`src/rtl/serial_adder_pkg.sv`:
```
// Shared types and constants for the bit-serial adder.
// FSM state encoding and the default operand width.
package serial_adder_pkg;

  localparam int DEF_WIDTH = 8;

  typedef enum logic [1:0] {
    S_IDLE = 2'd0,
    S_RUN  = 2'd1,
    S_DONE = 2'd2
  } state_t;

endpackage

```
`src/rtl/serial_adder_fa.sv`:
```
// One-bit full adder cell, purely combinational.
// Ports: a, b, cin in; s (sum), cout (carry) out.
module serial_adder_fa (
  input  logic a,
  input  logic b,
  input  logic cin,
  output logic s,
  output logic cout
);

  assign s    = a ^ b ^ cin;
  assign cout = (a & b) | (cin & (a ^ b));

endmodule

```
`src/rtl/serial_adder.sv`:
```
// Bit-serial WIDTH-bit adder: one FA, LSB first, registered carry loop.
// Ports: clk, rst (async, high), start/a/b/cin in; busy, done, sum, cout, ovf out.
module serial_adder
  import serial_adder_pkg::*;
#(
  parameter int WIDTH = DEF_WIDTH
) (
  input  logic             clk,
  input  logic             rst,
  input  logic             start,
  input  logic [WIDTH-1:0] a,
  input  logic [WIDTH-1:0] b,
  input  logic             cin,
  output logic             busy,
  output logic             done,
  output logic [WIDTH-1:0] sum,
  output logic             cout,
  output logic             ovf
);

  localparam int CW = $clog2(WIDTH);
  localparam logic [CW-1:0] CNT_LAST = CW'(WIDTH - 1);
  localparam logic [CW-1:0] CNT_MSB  = CW'(WIDTH - 2);
  localparam logic [CW-1:0] CNT_ONE  = CW'(1);

  state_t           r_state;
  logic [WIDTH-1:0] r_a_sh;
  logic [WIDTH-1:0] r_b_sh;
  logic [WIDTH-1:0] r_part;
  logic [CW-1:0]    r_cnt;
  logic             r_carry;
  logic             r_c_msb;
  logic             r_busy;
  logic             r_done;
  logic [WIDTH-1:0] r_sum;
  logic             r_cout;
  logic             r_ovf;

  logic w_fa_s;
  logic w_fa_cout;

  serial_adder_fa u_fa (
    .a    (r_a_sh[0]),
    .b    (r_b_sh[0]),
    .cin  (r_carry),
    .s    (w_fa_s),
    .cout (w_fa_cout)
  );

  always_ff @(posedge clk or posedge rst) begin
    if (rst) begin
      r_state <= S_IDLE;
      r_a_sh  <= '0;
      r_b_sh  <= '0;
      r_part  <= '0;
      r_cnt   <= '0;
      r_carry <= 1'b0;
      r_c_msb <= 1'b0;
      r_busy  <= 1'b0;
      r_done  <= 1'b0;
      r_sum   <= '0;
      r_cout  <= 1'b0;
      r_ovf   <= 1'b0;
    end else begin
      r_done <= 1'b0;
      unique case (r_state)
        S_IDLE, S_DONE: begin
          if (start) begin
            r_a_sh  <= a;
            r_b_sh  <= b;
            r_carry <= cin;
            r_cnt   <= '0;
            r_part  <= '0;
            r_busy  <= 1'b1;
            r_state <= S_RUN;
          end else begin
            r_state <= S_IDLE;
          end
        end
        S_RUN: begin
          r_part  <= {w_fa_s, r_part[WIDTH-1:1]};
          r_a_sh  <= {1'b0, r_a_sh[WIDTH-1:1]};
          r_b_sh  <= {1'b0, r_b_sh[WIDTH-1:1]};
          r_carry <= w_fa_cout;
          r_cnt   <= r_cnt + CNT_ONE;
          // carry out of bit WIDTH-2 is the carry into the MSB
          if (r_cnt == CNT_MSB)
            r_c_msb <= w_fa_cout;
          if (r_cnt == CNT_LAST) begin
            r_sum   <= {w_fa_s, r_part[WIDTH-1:1]};
            r_cout  <= w_fa_cout;
            r_ovf   <= r_c_msb ^ w_fa_cout;
            r_done  <= 1'b1;
            r_busy  <= 1'b0;
            r_state <= S_DONE;
          end
        end
        default: begin
          r_busy  <= 1'b0;
          r_state <= S_IDLE;
        end
      endcase
    end
  end

  assign busy = r_busy;
  assign done = r_done;
  assign sum  = r_sum;
  assign cout = r_cout;
  assign ovf  = r_ovf;

endmodule
```
`config.mk`:
```
export PLATFORM = sky130hd
export DESIGN_NAME = serial_adder
export DESIGN_NICKNAME = d
export VERILOG_FILES = /design/src/rtl/serial_adder_pkg.sv /design/src/rtl/serial_adder_fa.sv /design/src/rtl/serial_adder.sv
export SDC_FILE = /design/constraint.sdc
export NUM_CORES = 1
export LEC_CHECK = 0
export BUFFER_PORTS_ARGS = -buffer_cell sky130_fd_sc_hd__buf_4
export CORE_MARGIN = 4
export CORE_UTILIZATION = 55
export DETAILED_ROUTE_END_ITERATION = 10
export PLACE_DENSITY_LB_ADDON = 0.2
export SYNTH_ARGS = -nofsm -noshare
export SYNTH_HDL_FRONTEND = slang
export SYNTH_SLANG_ARGS = --single-unit
```
`constraint.sdc`:
```
create_clock -name clk -period 2.15 [get_ports clk]
set_clock_uncertainty 0.1 [all_clocks]
set_input_delay 0.215 -clock clk [delete_from_list [all_inputs] [get_ports clk]]
set_output_delay 0.215 -clock clk [all_outputs]
set_load 0.02 [all_outputs]
```
-- Word-level counts from Yosys, hierarchy flattened
Cells that the tools add are included.
- output and inout bits: 12
- word-level logic and storage cells: 50
- input port bits: 20
- register bits: 43
- bitwise gates (word level): 6
- mux-type cells: 18
- $add $sub $neg: 1
- eq/ne operators: 6
- reduce and logical (&&, ||, !) cells: 7
- operator list (cell ; count):
    8-bit one-hot mux with 2 select lines ; 3
    8-bit 2-to-1 mux ; 3
    2-bit AND reduction ; 4
    3-bit == test (second input constant) ; 2
    1-bit 2-to-1 mux ; 6
    3-bit one-hot mux with 2 select lines ; 1
    2-bit inequality test (second input constant) ; 2
    1-bit one-hot mux with 2 select lines ; 2
    2-bit one-hot mux with 2 select lines ; 1
    3-bit by 1-bit adder with 3-bit output (second input constant) ; 1
    3-bit 2-to-1 mux ; 1
    1-bit XOR ; 3
    1-bit bitwise AND ; 2
    2-bit by 1-bit == test with 1-bit output (second input constant) ; 1
    2-bit == test (second input constant) ; 1
    2-bit zero test ; 1
    2-bit 2-to-1 mux ; 1
    2-bit nonzero test ; 1
    2-bit OR reduction ; 1
    1-bit bitwise OR ; 1

-- Logic depth before layout (Yosys ltp)
Gate-level depths: netlist of the first run.
- word-level depth: 4
- gate-level depth with buffers: 5
- gate-level depth less buffers: 5

-- By module
Synthesis of the first run repeated with hierarchy kept, for this count alone.
- cell total of the unflattened synthesis: 152
- area, all modules: 1859.3 um^2
- modules (own cells, without submodules) (module ; area an instance (um^2) ; seq. area each (um^2) ; instances ; cells an instance):
    serial_adder ; 1839.3 ; 1051.0 ; 1 ; 151
    serial_adder_fa ; 20.0 ; 0.0 ; 1 ; 1

-- Least setup slack after synthesis of the first run
Ideal clock, no wire load.
- path type: register to register
- from: register r_cnt[0]
- to: register r_cnt[2]
- clock period less this slack: 1526 ps
- library setup time: 121 ps
- required time: 1929 ps
- path buffers: 0
- stages on the path, launching flop included: 5
- setup slack: 624 ps
- data arrival time: 1305 ps
- cells stage by stage: dfrtp_1 > ha_1 > ha_1 > mux2_2 > a22o_1
- cells in the longest elaborated chain, start to end: 2
- ends and longest elaborated chain (item ; line ; RTL):
    start, declared ; serial_adder.sv:30 ; logic [CW-1:0] r_cnt;
    start signal, assigned ; serial_adder.sv:85 ; r_cnt <= r_cnt + CNT_ONE;
    3-bit by 1-bit adder with 3-bit output ; serial_adder.sv:85 ;
    3-bit one-hot mux with 2 select lines ; serial_adder.sv:66 ; unique case (r_state)
No other way between the ends.
A chain may end at the register's enable or synchronous reset.

-- Final worst setup path of the first run
- from: register r_cnt[0]
- to: register r_ovf (netlist: ovf)
- cells in the longest elaborated chain, start to end: 2
- ends and longest elaborated chain (item ; line ; RTL):
    3-bit == test ; serial_adder.sv:89 ; if (r_cnt == CNT_LAST) begin
    2-bit AND reduction (no source line) ; -- ;
    end signal, assigned ; serial_adder.sv:92 ; r_ovf <= r_c_msb ^ w_fa_cout;
    end, declared ; serial_adder.sv:37 ; logic r_ovf;
No other way between the ends.

==> flow_summary.json, run 1 <==
{
  "cpLargestDelayFamily": "adder cells",
  "cts_tree": "done",
  "die_y_um": 70.92,
  "grt_pass1_vias": 1347,
  "htreeDepth": 2,
  "clkLatencyLatePin_ns": 0.28,
  "leakagePower_uw": 0.001276,
  "syn_inst": 160,
  "multiInputGateArea_mm2": 0.001013,
  "gr-usage-all-layers": 0.1673,
  "max-vdd-ir-drop_uv": 760.8,
  "run_status": "completed",
  "critPathSlowestCell": "dfrtp_1",
  "rows": 22,
  "drtAntennaViolNets": 0,
  "grt_max_degree": 43,
  "via_per_inst": 5.550,
  "syn_area_mm2": 0.002177,
  "switching_share": 0.3571,
  "combPwrFrac": 0.422,
  "ys_seq_elements": 42,
  "antenna_found_initial": 0,
  "regArea_mm2": 0.001051,
  "hold_buffers": 1,
  "critPathMostFrequentCell": "ha_1",
  "path_cells": "ha_1 > ha_1 > nand3b_4 > inv_2 > mux2_4",
  "p_clk_frac": 0.149,
  "syn_to_final_growth_pct": 15.46,
  "synth_top_area_frac": 0.4828,
  "max_freq_ghz": 0.6180,
  "fin_nets": 219,
  "portBuffers": 31,
  "die_w_um": 70.92,
  "power.switching_uw": 1177,
  "layout_common_cells": "mux2i_1 (59), dfrtp_1 (42), buf_4 (37)",
  "drc": 0,
  "dp_hpwl_um": 2709,
  "finalWeightedCongestion": 0.7336,
  "overflow": 0,
  "drtIter0Drc": 63,
  "die_area_mm2": 0.005029,
  "cts_resized": 0,
  "yosys.area.top_type": "dfrtp_1",
  "vias": 1343,
  "p_int_uw": 2120,
  "synth_seq_area_share": 0.4828,
  "worstHoldPathType": "input port to register",
  "seqPwrFrac": 0.429,
  "synth_nets": 184,
  "worst_slew_pin_slew_ns": 0.5280,
  "layout_commonest_cell": "mux2i_1",
  "synth.avg_cell_area_um2": 13.61,
  "clk_pin_slew_ns": 0.07,
  "rsz0062_at_grt": "false",
  "crit_fanout": 9,
  "numCtsBuffers": 5,
  "timing.final.crit_share": 0.7526,
  "synth.area.top_cells": "dfrtp_1 (48%), mux2i_1 (27%), mux2_2 (4.7%)",
  "cts.sinks": 42,
  "holdWs_ns": 0.1153,
  "antenna_cells": 0,
  "cp-end-kind": "register",
  "wl_per_cell_um": 15.87,
  "core_area_mm2": 0.003744,
  "setup_viol_count_final": 0,
  "startpoint_type": "register",
  "setup_tns_ns": 0,
  "crit_type": "register to register",
  "critPathRequiredTime_ns": 2.22,
  "cp_slowest_stage_delay_ns": 0.42,
  "r2r_setup_slack_ns": 0.53,
  "maxSlewHeadroom": 0.6480,
  "clk_path_buf_depth": 2,
  "power_density_mw_per_mm2": 1312,
  "drive_gt1_frac": 0.2990,
  "finalHoldViolations": 0,
  "grt_pass1_wl_um": 6520,
  "synth_cell_types": 28,
  "min_period_ns": 1.618,
  "worst-path-buf-inv": 1,
  "worstPathArrival_ns": 1.69,
  "wirelength_um": 3840,
  "ys_warn_count": 0,
  "fillCellCount": 295,
  "cts_setup_buffers": 0,
  "slew_violations": 0,
  "drv_cap": 0,
  "io_pins": 32,
  "first_pass_iters": 4,
  "cts_root_buf": "clkbuf_8",
  "start_util": 0.5816
}
-- per-layer routing --
metal / wire length [um] / up-vias / GRT usage
li1: - / 640 / -
met1: 1740 / 678 / 0.2163
met2: 1915 / 20 / 0.2678
met3: 135 / 5 / 0.04119
met4: 49 / 0 / 0.07307
met5: 0 / - / 0
-- power by group through the flow --
stage | Sequential [uW] | Combinational [uW] | Clock, uW
finish | 1410 | 1390 | 490
global route | 1470 | 1530 | 538
CTS | 1420 | 1420 | 512
detailed placement | 1430 | 1410 | 0
global placement | 1400 | 1330 | 0
floorplan | 1470 | 967 | 0
-- cell type report --
class / count / share of cell area
Clock buffer: 6 / 0.03285
Inverter: 5 / 0.007466
Multi-Input combinational cell: 103 / 0.4032
Sequential cell: 42 / 0.4181
Tap cell: 48 / 0.02389
Timing Repair Buffer: 38 / 0.1145
-- cell usage after synthesis, drive strengths merged --
master   number
a21o          2
a22o          2
buf          10
dfrtp        42
fa            1
ha            3
inv           5
mux2         13
mux2i        59
nand2b        6
nand3         2
nand3b        1
nand4b        1
nor2          3
nor2b         2
nor3b         1
o21ai         2
o2bb2ai       1
o31ai         1
or3b          1
xnor2         1
xor2          1
-- per-stage QoR --
step	power (uW)	instance area, um^2	std cells	worst slack (ns)	util
6_report	3297	2514	242	0.5318	0.6715
5_1_grt	3533	2514	242	0.4302	0.6715
4_1_cts	3346	2514	242	0.5111	0.6715
3_5_place_dp	2843	2421	235	0.5217	0.6467
3_3_place_gp	2726	2421	235	0.5768	0.6467
2_1_floorplan	2435	2177	160	0.6244	-
-- worst register-to-register path: stages, from the launching register on --
cell	delay [ns]
dfrtp_1	0.42
ha_1	0.21
ha_1	0.22
nand3b_4	0.17
inv_2	0.09
mux2_4	0.30
-- registers in the layout, summed over array words and instances, names as in the netlist --
name     count
r_carry      1
ovf          1
r_c_msb      1
cout         1
sum          8
done         1
r_a_sh       8
r_part       7
r_b_sh       8
r_cnt        3
busy         1
r_state      2
-- cells by family (layout without fill, tap and decap cells) --
kind of cell,Yosys count,in the layout,synth area share
compound gates,8,8,0.02701
fa+ha+maj,4,4,0.02644
flops,42,42,0.4828
mux,72,72,0.3437
xor+xnor,2,2,0.008047
simple gates,17,17,0.06035
buf+inv,15,49,0.05172
-- path summary, 6_finish.rpt --
path	startpoint	endpoint	cells past startpoint
max	r_cnt[0]$_DFFE_PP0P_	ovf$_DFFE_PP0P_	5
min	b[3]	r_b_sh[3]$_DFFE_PP0P_	3
max reg2reg	r_cnt[0]$_DFFE_PP0P_	ovf$_DFFE_PP0P_	5
min reg2reg	sum[2]$_DFFE_PP0P_	sum[2]$_DFFE_PP0P_	1
max in group asynchronous	rst	r_b_sh[0]$_DFFE_PP0P_	4
min in group asynchronous	rst	r_a_sh[5]$_DFFE_PP0P_	4
Power figures use the tool's default switching activity.
==> run 2: changes to the inputs <==
--- a/config.mk
+++ b/config.mk
@@ -5,6 +5,7 @@
 export SDC_FILE = /design/constraint.sdc
 export NUM_CORES = 1
 export LEC_CHECK = 0
+export ABC_AREA = 1
 export BUFFER_PORTS_ARGS = -buffer_cell sky130_fd_sc_hd__buf_4
 export CORE_MARGIN = 4
 export CORE_UTILIZATION = 55
==> constraint.sdc (replaced) <==
create_clock -name clk -period 1.67 [get_ports clk]
set_clock_uncertainty 0.1 [all_clocks]
set_input_delay 0.167 -clock clk [delete_from_list [all_inputs] [get_ports clk]]
set_output_delay 0.167 -clock clk [all_outputs]
set_load 0.02 [all_outputs]
==> run 2 against run 1 <==
  * Die area fell by 6.4%
  * Cell area fell by 5.2%
  * Sequential power rose by 26%
  * Largest cell class unchanged
  * Critical endpoint is now sum[4]$_DFFE_PP0P_
  * Clock power rose by 36%
  * Core utilization is 2.1 points higher
  * Power grew 39%
==> flow_summary.json, run 2 <==
{
  "run_status": "completed",
  "critPathRequiredTime_ns": 1.79,
  "syn_area_mm2": 0.002019,
  "seqPwrFrac": 0.386,
  "crit_fanout": 18,
  "synth_seq_area_share": 0.5204,
  "max_freq_ghz": 0.6614,
  "clk_pin_slew_ns": 0.08,
  "layout_common_cells": "nand2_1 (78), dfrtp_1 (42), inv_1 (41)",
  "antenna_cells": 0,
  "synth_common_cells": "nand2_1 (78), dfrtp_1 (42), inv_1 (41)",
  "rsz0062_at_grt": "false",
  "grt_max_degree": 43,
  "ys_warn_count": 0,
  "setup_tns_ns": 0,
  "p_int_uw": 2657,
  "synth.avg_cell_area_um2": 8.450,
  "syn_to_final_growth_pct": 17.97,
  "rows": 21,
  "worstPathArrival_ns": 1.63,
  "timing.hold.worst_path_depth": 3,
  "yosys.area.top_type": "dfrtp_1",
  "cts.sinks": 42,
  "syn_inst": 239,
  "p_clk_frac": 0.145,
  "numCtsBuffers": 5,
  "maxSlewHeadroom": 0.6526,
  "layout_commonest_cell": "nand2_1",
  "ys_seq_elements": 42,
  "synth_cell_types": 22,
  "die_w_um": 68.60,
  "synth_edf_count": 0,
  "drv_cap": 0,
  "portBuffers": 31,
  "overflow": 0,
  "vias": 1536,
  "grt_pass1_wl_um": 6375,
  "worstHoldPathType": "input port to register",
  "switching_share": 0.4200,
  "power.switching_uw": 1924,
  "synth_nets": 263,
  "combPwrFrac": 0.468,
  "io_pins": 32,
  "worst_slew_pin_slew_ns": 0.5211,
  "grt_pass1_vias": 1395,
  "wirelength_um": 3716,
  "drive_gt1_frac": 0.2218,
  "yosysMostFrequentCell": "nand2_1",
  "synth.area.top_cells": "dfrtp_1 (52%), nand2_1 (14%), inv_1 (7.6%)",
  "via_per_inst": 4.785,
  "htreeDepth": 2,
  "cts_resized": 0,
  "setup_viol_count_final": 0,
  "ys.flop_type": "dfrtp_1",
  "start_util": 0.5867,
  "fin_nets": 298,
  "finalWeightedCongestion": 0.7330,
  "dp_hpwl_um": 2464,
  "cp-end-kind": "register",
  "wl_per_cell_um": 11.58,
  "synth_top_area_frac": 0.5204,
  "min_period_ns": 1.512,
  "drc": 0,
  "cts_tree": "done",
  "place_worst_setup_slack_ns": 0.1583,
  "gr-usage-all-layers": 0.1881,
  "cts_root_buf": "clkbuf_8",
  "drtIter0Drc": 145,
  "first_pass_iters": 4,
  "fillCellCount": 277,
  "worst-r2r-cell-count": 5,
  "finalHoldViolations": 0,
  "drtAntennaViolNets": 0,
  "leakagePower_uw": 0.001330,
  "max-vdd-ir-drop_uv": 978.7,
  "clkLatencyLatePin_ns": 0.29,
  "antenna_found_initial": 0,
  "startpoint_type": "register",
  "crit_type": "register to register",
  "slew_violations": 0,
  "timing.final.crit_share": 0.9053,
  "die_area_mm2": 0.004705,
  "core_area_mm2": 0.003442,
  "die_y_um": 68.60,
  "setup_slack_ns": 0.1582,
  "clk_path_buf_depth": 2,
  "cts_setup_buffers": 0,
  "async_flop_share": 1.000,
  "power_density_mw_per_mm2": 1923
}
-- run 2: cell count changes after synthesis, sizes merged, moves of 2 or more --
cell    change
nand2b      -6
a21o        -2
nand3      +28
inv        +39
nor2b       -2
mux2       -13
nand2      +82
a22o        -2
o21ai      +19
mux2i      -59
-- run 2: final cells by class --
| type | count | area (um^2) | area share |
|---|---|---|---|
| sequential | 42 | 1051 | 0.4412 |
| clock buffer | 6 | 82.58 | 0.03466 |
| tap | 46 | 57.56 | 0.02416 |
| clock inverter | 2 | 12.51 | 0.005252 |
| inverter | 44 | 170.2 | 0.07143 |
| multi-input combinational | 143 | 718.2 | 0.3015 |
| timing repair buffer | 38 | 290.3 | 0.1218 |
-- run 2: worst max-delay path: stages, from the launching register on --
cell and delay (ns):
dfrtp_1 0.39, ha_1 0.21, ha_1 0.23, nand2_2 0.33, nand2_1 0.12, o21ai_2 0.07
-- run 2: repair_timing --
action                                  in CTS  in global routing
endpoints found under the setup margin       0                  0
endpoints found under the hold margin       43                  0
hold buffers                                 2                  0
-- run 2: worst paths after layout --
check	startpoint	to	slack, ns
setup / recovery	r_cnt[0]$_DFFE_PP0P_	sum[4]$_DFFE_PP0P_	0.16
hold / removal	a[7]	r_a_sh[7]$_DFFE_PP0P_	0.007
setup reg to reg	r_cnt[0]$_DFFE_PP0P_	sum[4]$_DFFE_PP0P_	0.16
hold reg to reg	busy$_DFFE_PP0P_	busy$_DFFE_PP0P_	0.38
max in group asynchronous	rst	r_b_sh[1]$_DFFE_PP0P_	0.65
min in group asynchronous	rst	r_a_sh[3]$_DFFE_PP0P_	0.45
-- run 2: per-stage QoR --
stage | instance area [um^2] | std cells | hold slack [ns] | util | power, uW
after floorplan | 2019 | 239 | 0.1880 | - | 3427
after global placement | 2267 | 311 | 0.2360 | 0.6587 | 3896
after detailed placement | 2267 | 311 | 0.2362 | 0.6587 | 3951
after CTS | 2382 | 321 | 0.005040 | 0.6921 | 4641
after global routing | 2382 | 321 | 0.01983 | 0.6921 | 5029
final | 2382 | 321 | 0.006982 | 0.6921 | 4581
-- run 2: power by group through the flow --
stage | combinational (uW) | sequential, uW | clock (uW)
3_3_place_gp | 2120 | 1780 | 0
2_1_floorplan | 1550 | 1870 | 0
6_report | 2150 | 1770 | 666
5_1_grt | 2460 | 1840 | 733
3_5_place_dp | 2160 | 1790 | 0
4_1_cts | 2180 | 1770 | 693
-- run 2: logic make-up (layout without fill, tap and decap cells) --
| kind of cell | after synthesis | in the layout | share of synthesized area |
|---|---|---|---|
| buffers and inverters | 54 | 90 | 0.1239 |
| xor gates and xnor gates | 1 | 1 | 0.004338 |
| and+or+nand+nor | 117 | 117 | 0.2559 |
| DFF | 42 | 42 | 0.5204 |
| adders and majority gates | 4 | 4 | 0.02850 |
| AOI/OAI and AO/OA | 21 | 21 | 0.06691 |
-- run 2: layer usage --
layer | global-route usage | share of wire
met5 | 0 | 0
met4 | 0.08685 | 0.014
met3 | 0.04700 | 0.055
met2 | 0.2706 | 0.45
met1 | 0.2661 | 0.48
==> run 3: changes to the inputs <==
==> constraint.sdc (replaced) <==
create_clock -name clk -period 1.9 [get_ports clk]
set_clock_uncertainty 0.1 [all_clocks]
set_input_delay 0.19 -clock clk [delete_from_list [all_inputs] [get_ports clk]]
set_output_delay 0.19 -clock clk [all_outputs]
set_load 0.02 [all_outputs]
==> run 3 against run 2 <==
  * Clock power down 13%
  * Routed wire length down 1.9%
  * Maximum frequency fell by 1.2%
  * Sequential power fell by 12%
  * Critical path depth unchanged
  * First-iteration DRC count down 21%
  * Core utilization down 0.40 points
  * Cell area down 0.58%
  * Die area unchanged
  * Final cell count is 0.31% lower
  * Critical endpoint is now sum[1]$_DFFE_PP0P_
==> flow_summary.json, run 3 (synthesis gave the netlist of run 2 again) <==
{
  "crit_type": "register to register",
  "die_w_um": 68.60,
  "htreeDepth": 2,
  "crit_fanout": 18,
  "cts.sinks": 42,
  "setup_tns_ns": 0,
  "worstHoldPathType": "input port to register",
  "setup_viol_count_final": 0,
  "run_status": "completed",
  "max_freq_ghz": 0.6538,
  "wl_per_cell_um": 11.39,
  "gr-usage-all-layers": 0.1850,
  "drc": 0,
  "core_area_mm2": 0.003442,
  "clk_pin_slew_ns": 0.07,
  "hp-start": "a[7]",
  "antenna_cells": 0,
  "max-vdd-ir-drop_uv": 907.0,
  "min_period_ns": 1.530,
  "rsz0062_at_grt": "false",
  "finalHoldViolations": 0,
  "portBuffers": 31,
  "dp_hpwl_um": 2490,
  "fin_nets": 297,
  "power_density_mw_per_mm2": 1692,
  "detail_route.wirelength.met1_um": 1760,
  "drtAntennaViolNets": 0,
  "startpoint_type": "register",
  "critPathMostFrequentCell": "ha_1",
  "worstPathArrival_ns": 1.65,
  "drtIter0Drc": 114,
  "wirelength_um": 3645,
  "fillCellCount": 305,
  "maxSlewHeadroom": 0.6577,
  "grt_pass1_vias": 1464,
  "antenna_found_initial": 0,
  "cts_setup_buffers": 0,
  "clkLatencyLatePin_ns": 0.29,
  "cp_slowest_stage_delay_ns": 0.39,
  "path_cells": "ha_1 > ha_1 > nand2_2 > nand2_1 > o21ai_2",
  "critPathSlowestCell": "dfrtp_1",
  "cpLargestDelayFamily": "simple AND/OR/NAND/NOR gates",
  "grt_pass1_wl_um": 6423,
  "rows": 21,
  "p_total_uw": 4006,
  "syn_to_final_growth_pct": 17.29,
  "top_layer": "met4",
  "drv_cap": 0,
  "worst-path-buf-inv": 0,
  "slew_violations": 0,
  "start_util": 0.5867,
  "leakagePower_uw": 0.001327,
  "route.met2.wl_um": 1662,
  "io_pins": 32,
  "startpoint": "r_cnt[0]$_DFFE_PP0P_",
  "cp-end-kind": "register",
  "die_y_um": 68.60,
  "numCtsBuffers": 5,
  "die_area_mm2": 0.004705,
  "vias": 1540,
  "cts_root_buf": "clkbuf_8",
  "critPathRequiredTime_ns": 2.02,
  "timing.rr.start": "r_cnt[0]$_DFFE_PP0P_",
  "layout_commonest_cell": "nand2_1",
  "grt_max_degree": 43,
  "first_pass_iters": 5,
  "worst_slew_pin_slew_ns": 0.5135,
  "timing.final.crit_share": 0.8050,
  "overflow": 0,
  "drive_gt1_frac": 0.2190,
  "clk_path_buf_depth": 2,
  "via_per_inst": 4.813,
  "finalWeightedCongestion": 0.7270,
  "cts_tree": "done",
  "routed-wl-met3_um": 146,
  "layout_common_cells": "nand2_1 (78), dfrtp_1 (42), inv_1 (41)"
}
-- run 3: cell types whose count changed in the layout (fill, tap and decap cells not counted) --
cell           before  now
dlygate4sd3_1       2    1
clkinvlp_4          1    0
clkbuf_1            0    1
-- run 3: repair_timing --
item / CTS / global route
endpoints found under the hold margin: 42 / 0
endpoints found under the setup margin: 0 / 0
hold buffers: 1 / 0
resized for setup: 0 / 0
-- run 3: layout make-up --
| cell class | count | area [um^2] | area share |
|---|---|---|---|
| clock inverter | 1 | 5.005 | 0.002113 |
| multi-input combinational | 143 | 718.2 | 0.3032 |
| inverter | 44 | 170.2 | 0.07184 |
| timing repair buffer | 37 | 280.3 | 0.1183 |
| clock buffer | 7 | 86.33 | 0.03645 |
| sequential | 42 | 1051 | 0.4437 |
| tap | 46 | 57.56 | 0.02430 |
-- run 3: where the power goes --
group / internal (uW) / switching, uW
Sequential: 1310 / 231
Combinational: 729 / 1150
Clock: 293 / 287
Total: 2340 / 1670
-- run 3: per-layer routing --
metal,vias to the layer above,global-route usage
li1,791,-
met2,25,0.2872
met1,716,0.2482
met5,-,0
met3,8,0.03890
met4,0,0.08189
-- run 3: path summary, 6_finish.rpt --
kind                                    endpoint  slack (ns)  cells after the start
max                           sum[1]$_DFFE_PP0P_        0.37                      5
min                        r_a_sh[7]$_DFFE_PP0P_        0.02                      3
max reg2reg                   sum[1]$_DFFE_PP0P_        0.37                      5
min reg2reg                r_b_sh[3]$_DFFE_PP0P_        0.38                      2
max in group asynchronous     sum[3]$_DFFE_PP0P_        0.86                      4
min in group asynchronous  r_a_sh[3]$_DFFE_PP0P_        0.48                      4
-- run 3: worst register-to-register path: cells and delay by family (launching register included) --
kind / cells / cell delay, ns
flops: 1 / 0.39
fa+ha+maj: 2 / 0.43
compound gates: 1 / 0.07
simple gates: 2 / 0.47
-- run 3: per-stage QoR --
step | hold slack, ns | std cells | setup slack, ns | utilization | cell area (um^2)
final | 0.01651 | 320 | 0.3704 | 0.6881 | 2369
after detailed placement | 0.2627 | 311 | 0.3843 | 0.6587 | 2267
after floorplan | 0.2110 | 239 | 0.5602 | - | 2019
after CTS | 0.009874 | 320 | 0.3625 | 0.6881 | 2369
after global placement | 0.2595 | 311 | 0.4417 | 0.6587 | 2267
after global routing | 0.02970 | 320 | 0.2377 | 0.6881 | 2369
